<file path="src/rtl/ctrl_pipe_pkg.sv">
// Shared constants and types for the execute-side control pipeline.
// Latency: n/a (declarations only).
// Backpressure: n/a (declarations only).
package ctrl_pipe_pkg;

    // Stage indices after decode: execute, memory, writeback.
    localparam int STG_E = 0;
    localparam int STG_M = 1;
    localparam int STG_W = 2;

    // Multi-cycle sequencer: IDLE while stage 0 flows, BUSY while a long op occupies it.
    typedef enum logic {
        IDLE = 1'b0,
        BUSY = 1'b1
    } mcState_t;

endpackage

</file>
<file path="src/rtl/ctrl_pipeline_if.sv">
// Bundle of decode-side inputs and per-stage control outputs of ctrl_pipeline.
// Latency: n/a (wires only).
// Backpressure: stallD/stallE flow back to the decode side; flush_req flows in.
interface ctrl_pipeline_if #(
    parameter int W      = 13,
    parameter int NSTAGE = 3
);
    logic [W-1:0]        ctrlD;
    logic                validD;
    logic                mcD;
    logic                stall_req;
    logic [NSTAGE-1:0]   flush_req;
    logic [NSTAGE*W-1:0] ctrl_o;
    logic [NSTAGE-1:0]   valid_o;
    logic                stallD;
    logic                stallE;
    logic                mc_busy;
    logic                mc_done;

    // Decode/hazard side: drives instructions and requests, watches the stalls.
    modport master (
        output ctrlD, validD, mcD, stall_req, flush_req,
        input  ctrl_o, valid_o, stallD, stallE, mc_busy, mc_done
    );

    // Pipeline side.
    modport slave (
        input  ctrlD, validD, mcD, stall_req, flush_req,
        output ctrl_o, valid_o, stallD, stallE, mc_busy, mc_done
    );
endinterface

</file>
<file path="src/rtl/pipe_stage_reg.sv">
// One pipeline stage register: holds {mc, valid, ctrl} for a single stage.
// Latency: 1 cycle from d to q when enabled.
// Backpressure: en=0 holds the stage; clr wins over en and loads a bubble.
module pipe_stage_reg #(
    parameter int N = 15
) (
    input  logic         clk,
    input  logic         rst,
    input  logic         en,
    input  logic         clr,
    input  logic [N-1:0] d,
    output logic [N-1:0] q
);

    // Bubble on clear (flush beats hold), otherwise load when enabled.
    always_ff @(posedge clk or negedge rst) begin
        if (!rst) begin
            q <= '0;
        end else if (clr) begin
            q <= '0;
        end else if (en) begin
            q <= d;
        end
    end

endmodule

</file>
<file path="src/rtl/ctrl_pipeline.sv">
// Control-bundle pipeline after decode with a stage-0 multi-cycle op sequencer.
// Latency: 1 cycle per stage; a multi-cycle op occupies stage 0 for MC_CYCLES+1 cycles.
// Backpressure: only stage 0 stalls; stallD freezes decode, later stages advance or flush.
module ctrl_pipeline
    import ctrl_pipe_pkg::*;
#(
    parameter int W         = 13,
    parameter int NSTAGE    = 3,   // legal 2..8
    parameter int MC_CYCLES = 32   // legal 1..255
) (
    input  logic            clk,
    input  logic            rst,
    ctrl_pipeline_if.slave  bus
);

    // Wide enough to hold MC_CYCLES-1 without wrapping.
    localparam int CW = $clog2(MC_CYCLES + 1);

    // Each stage word is {mc, valid, ctrl}.
    logic [W+1:0] stageQ   [NSTAGE];
    logic [W+1:0] stageD   [NSTAGE];
    logic         stageEn  [NSTAGE];
    logic         stageClr [NSTAGE];

    mcState_t     state;
    mcState_t     stateNext;
    logic [CW-1:0] cnt;
    logic [CW-1:0] cntNext;
    logic         mcBusyQ;
    logic         stall0;
    logic         done;
    logic         valid0;
    logic         mc0;
    logic         flush0;

    assign valid0 = stageQ[STG_E][W];
    assign mc0    = stageQ[STG_E][W+1];
    assign flush0 = bus.flush_req[STG_E];

    // Sequencer outputs: stage-0 hold request and the completion pulse.
    always_comb begin
        stall0 = ((state == IDLE) && valid0 && mc0 && !flush0) ||
                 ((state == BUSY) && (cnt != '0));
        done   = (state == BUSY) && (cnt == '0) && !flush0;
    end

    // Sequencer next state: start on a fresh stall, count down, abort on flush.
    always_comb begin
        stateNext = state;
        cntNext   = cnt;
        case (state)
            IDLE: begin
                if (stall0) begin
                    stateNext = BUSY;
                    cntNext   = CW'(MC_CYCLES - 1);
                end
            end
            BUSY: begin
                if (flush0 || (cnt == '0)) begin
                    stateNext = IDLE;
                    cntNext   = '0;
                end else begin
                    cntNext = cnt - CW'(1);
                end
            end
            default: begin
                stateNext = IDLE;
                cntNext   = '0;
            end
        endcase
    end

    // Sequencer state register; mc_busy is registered alongside the state.
    always_ff @(posedge clk or negedge rst) begin
        if (!rst) begin
            state   <= IDLE;
            cnt     <= '0;
            mcBusyQ <= 1'b0;
        end else begin
            state   <= stateNext;
            cnt     <= cntNext;
            mcBusyQ <= (stateNext == BUSY);
        end
    end

    for (genvar k = 0; k < NSTAGE; k++) begin : gStage
        if (k == STG_E) begin : gHead
            // Stage 0 takes decode; load-use stall inserts a bubble unless stage 0 is held.
            assign stageD[k]   = {bus.mcD, bus.validD, bus.ctrlD};
            assign stageEn[k]  = !stall0;
            assign stageClr[k] = bus.flush_req[k] | (!stall0 & bus.stall_req);
        end else if (k == STG_M) begin : gAfterHead
            // A held stage 0 leaves a bubble behind it.
            assign stageD[k]   = stageQ[k-1];
            assign stageEn[k]  = 1'b1;
            assign stageClr[k] = bus.flush_req[k] | stall0;
        end else begin : gTail
            assign stageD[k]   = stageQ[k-1];
            assign stageEn[k]  = 1'b1;
            assign stageClr[k] = bus.flush_req[k];
        end

        pipe_stage_reg #(.N(W + 2)) uStage (
            .clk (clk),
            .rst (rst),
            .en  (stageEn[k]),
            .clr (stageClr[k]),
            .d   (stageD[k]),
            .q   (stageQ[k])
        );

        assign bus.ctrl_o[k*W +: W] = stageQ[k][W-1:0];
        assign bus.valid_o[k]       = stageQ[k][W];
    end

    assign bus.stallE  = stall0;
    assign bus.stallD  = bus.stall_req | stall0;
    assign bus.mc_busy = mcBusyQ;
    assign bus.mc_done = done;

endmodule
</file>
<file path="src/flat_wrapper.sv">
// flat-port wrapper written by rule: the top's interface ports become plain ports
module ctrl_pipeline_flat import ctrl_pipe_pkg::*;
#(
    parameter int W         = 13,
    parameter int NSTAGE    = 3,                
    parameter int MC_CYCLES = 32                  
)
  (clk, rst, bus_ctrlD, bus_validD, bus_mcD, bus_stall_req, bus_flush_req, bus_ctrl_o, bus_valid_o, bus_stallD, bus_stallE, bus_mc_busy, bus_mc_done);
  ctrl_pipeline_if #(.W(W), .NSTAGE(NSTAGE)) bus_i ();
  input  logic clk;
  input  logic rst;
  input wire logic [$bits(bus_i.ctrlD)-1:0] bus_ctrlD;
  input wire logic [$bits(bus_i.validD)-1:0] bus_validD;
  input wire logic [$bits(bus_i.mcD)-1:0] bus_mcD;
  input wire logic [$bits(bus_i.stall_req)-1:0] bus_stall_req;
  input wire logic [$bits(bus_i.flush_req)-1:0] bus_flush_req;
  output wire logic [$bits(bus_i.ctrl_o)-1:0] bus_ctrl_o;
  output wire logic [$bits(bus_i.valid_o)-1:0] bus_valid_o;
  output wire logic [$bits(bus_i.stallD)-1:0] bus_stallD;
  output wire logic [$bits(bus_i.stallE)-1:0] bus_stallE;
  output wire logic [$bits(bus_i.mc_busy)-1:0] bus_mc_busy;
  output wire logic [$bits(bus_i.mc_done)-1:0] bus_mc_done;
  assign bus_i.ctrlD = bus_ctrlD;
  assign bus_i.validD = bus_validD;
  assign bus_i.mcD = bus_mcD;
  assign bus_i.stall_req = bus_stall_req;
  assign bus_i.flush_req = bus_flush_req;
  assign bus_ctrl_o = bus_i.ctrl_o;
  assign bus_valid_o = bus_i.valid_o;
  assign bus_stallD = bus_i.stallD;
  assign bus_stallE = bus_i.stallE;
  assign bus_mc_busy = bus_i.mc_busy;
  assign bus_mc_done = bus_i.mc_done;
  ctrl_pipeline #(.W(W), .NSTAGE(NSTAGE), .MC_CYCLES(MC_CYCLES)) u_core (.clk(clk), .rst(rst), .bus(bus_i));
endmodule
</file>
<file path="config.mk">
export PLATFORM = sky130hd
export DESIGN_NAME = ctrl_pipeline_flat
export DESIGN_NICKNAME = d
export VERILOG_FILES = /design/src/rtl/ctrl_pipe_pkg.sv /design/src/rtl/ctrl_pipeline_if.sv /design/src/rtl/pipe_stage_reg.sv /design/src/rtl/ctrl_pipeline.sv /design/src/flat_wrapper.sv
export SDC_FILE = /design/constraint.sdc
export NUM_CORES = 1
export LEC_CHECK = 0
export CORE_MARGIN = 2
export CORE_UTILIZATION = 43
export CTS_CLUSTER_DIAMETER = 30
export DETAILED_ROUTE_END_ITERATION = 12
export PLACE_DENSITY = 0.79
export REMOVE_ABC_BUFFERS = 1
export SYNTH_ARGS = -nofsm -noshare
export SYNTH_HDL_FRONTEND = slang
export SYNTH_HIERARCHICAL = 1
export SYNTH_SLANG_ARGS = --single-unit
</file>
<file path="constraint.sdc">
create_clock -name clk -period 1.76 [get_ports clk]
set_clock_uncertainty 0.05 [all_clocks]
set_input_delay 0.352 -clock clk [delete_from_list [all_inputs] [get_ports clk]]
set_output_delay 0.352 -clock clk [all_outputs]
set_load 0.1 [all_outputs]
</file>
==> impl_results.md <==
- Status: complete, but fails checks
- Violated checks: setup timing
- Hold Slack: 476 ps
- Crit path buffers/inverters: 1
- Crit path to: bus_stallD
- Routed Antenna Nets: 0
- Core ar.: between 5000 and 6000 µm²
- Total power: 2.89 mW
- Yosys warnings: 6
- Setup Viol. Count Final: 18
- DRT Pass-1 Iters: 4
- Ratio of cells with drive above 1 in the final layout: 0.307
- Design area: around 3700 µm²
- Vias in the first global route: 1847
- Post-route insts no fill: 344
- Setup crit end kind: output pin
- P&R area growth vs syn: 61.0%
- Drt initial violations: 113
- Row cnt: 26
- Post-layout util: 0.719
- Fill count: 376
- Initial antenna violation count: 0
- Final worst slack: -265 ps
- CTS HTree Levels: 2
- Initial core utilization: 0.446
- Critical path type: reg -> out
- Routability cong.: 0.923
- Worst skew pair latency: around 310 ps
- Reg2reg start: u_core/cnt[4]
- Placed Area: 3540 µm²
- Leakage power: 1.81 nW
- CTS sink cnt: 50
- Crit path max fanout: 3
- Final worst path period share: 1.15
- FF+latch area: 1250 µm²
- Global-route wire length before repair: roughly 9.4 mm
- Sum of negative setup slack: -1130 ps
- Root buf cell: clkbuf_8
- Critical path depth: 4
- CTS tree: done
- Min-delay worst type: in -> async
- CTS Buf Count: 5
- Via-to-Cell Ratio: 5.09
- Post-Syn Area: 2290 µm²
- Reg2reg end: u_core/gStage[0].uStage/q[9]
- Final Hold Vio Count: 0
- Routed len/inst: 16.5 µm
- Final routed DRC violation total: 0
- Post-Syn Instances: around 190
- Crit-path cells: nor4_4 > nand3_2 > a21o_1 > buf_12
- Mapped Avg Cell Area: around 12 µm²
- FMAX: 494 MHz
- Worst-path clk slew: 90 ps
- Nets: roughly 300
- Detailed Place HPWL: 4.13 mm
- Post-place setup slack: -236 ps
- Worst Path Required: 1360 ps
- Clk buf depth: 2
- Tmin final: 2020 ps
- Die Span X: roughly 77 µm
- RSZ-0062 raised after global routing: yes
- Delay of the slowest cell on the worst path: roughly 430 ps
- Routed vias: 1750
- Ports: 67
- Cells after DPL: 333
- Worst path top cell family by delay: simple AND/OR/NAND/NOR gates
- Peak supply drop: 0.591 mV
- Max-Cap Viols: 0
- Arrival @ worst endpoint: 1620 ps
- Cells on worst reg2reg path: 7
- Die area: 5940 µm²
- Chip height: 77.1 µm
- Total GRT Usage: 0.206
- Final Max Tran Viols: 0
- Drt total wl: 5.69 mm
- CP max-delay cell: dfrtp_1
- Area of the multi-input gates: 933 µm²
- FF-to-FF setup slack: -100 ps
- Pwr Density: 783 nW/µm²
- CP Launch Point: u_core/cnt[4]
- Number of buffers added on ports: 66
- Largest net degree at the start of global routing: 32
- Startpoint Class: flop
- Antenna Diode Count: 0
- GRT Residual Overflow: 0
-- worst reg2reg max path: stages (launching register included) --
cell     delay (ps)
dfrtp_1         430
nor4_4          350
nand3_2         150
buf_4           170
nand2_1          90
buf_12          180
mux2i_1         260
nor2_1           70
-- layer usage --
layer	up-vias	track usage	share of wire
met5	-	0	0
met4	0	0.0839	0.018
met3	8	0.0494	0.037
met2	41	0.379	0.55
met1	882	0.226	0.40
li1	819	-	-
-- how the worst min path moves through the flow --
stage / startpoint / slack (ps) / end
final: rst / 480 / u_core/gStage[0].uStage/q[11]
after floorplan: rst / 6 / u_core/bus.mc_busy
after detailed placement: rst / 280 / u_core/gStage[1].uStage/q[12]
after CTS: rst / 480 / u_core/gStage[0].uStage/q[11]
after global routing: rst / 520 / u_core/gStage[0].uStage/q[11]
after global placement: rst / 270 / u_core/gStage[2].uStage/q[11]
-- timing repair --
action,CTS,global route
pin swaps,2,0
endpoints found under the setup margin,4,27
resized for setup,4,1
hold buffers,1,0
hold endpoints to repair,19,0
buffers inserted,2,0
-- state kept, by name, summed over array words and instances, names as in the netlist --
| name | count |
|---|---|
| u_core/bus.mc_busy | 1 |
| u_core/cnt | 6 |
| u_core/gStage.uStage/q | 43 |
-- where the power goes --
part	total, mW	internal [mW]	leakage, nW	switching (mW)
clock	0.798	0.418	0.0579	0.379
combinational	0.808	0.354	1.08	0.454
sequential	1.29	1.21	0.676	0.0748
total	2.89	1.99	1.81	0.909
-- cells in the final DEF, fill, tap and decap left out --
cell type        instances
a21oi_1                  1
buf_12                  49
o211ai_1                 2
or4_1                    1
inv_1                    3
clkinv_1                 1
clkbuf_8                 5
or3b_2                   1
and3_2                   1
buf_2                    1
and4bb_2                 1
o22a_2                   1
dlygate4sd3_1            1
mux2i_1                 45
a211oi_1                 4
nor2_2                   1
a21o_1                   2
buf_4                   15
nor2_1                  44
nand3_2                  1
nand3b_1                 2
nor4b_1                  1
a21o_4                   1
ha_1                     1
nor4_1                   1
ha_2                     1
a221oi_1                 1
clkdlybuf4s50_1         19
nand2_1                  2
or3_2                    1
conb_1                   2
dfrtp_1                 50
bufinv_16                1
nor4_4                   1
o22a_1                   5
nor2b_1                  2
a21oi_2                  1
clkinv_2                 2
-- layout make-up --
type,count,share of cell area
clock buffers,5,0.0186
multi-input cells,127,0.253
repair buffers,85,0.352
clock inverters,3,0.0108
well taps,70,0.0237
flip-flops and latches,50,0.339
inverters,4,0.00406
Power figures use the tool's default switching activity.
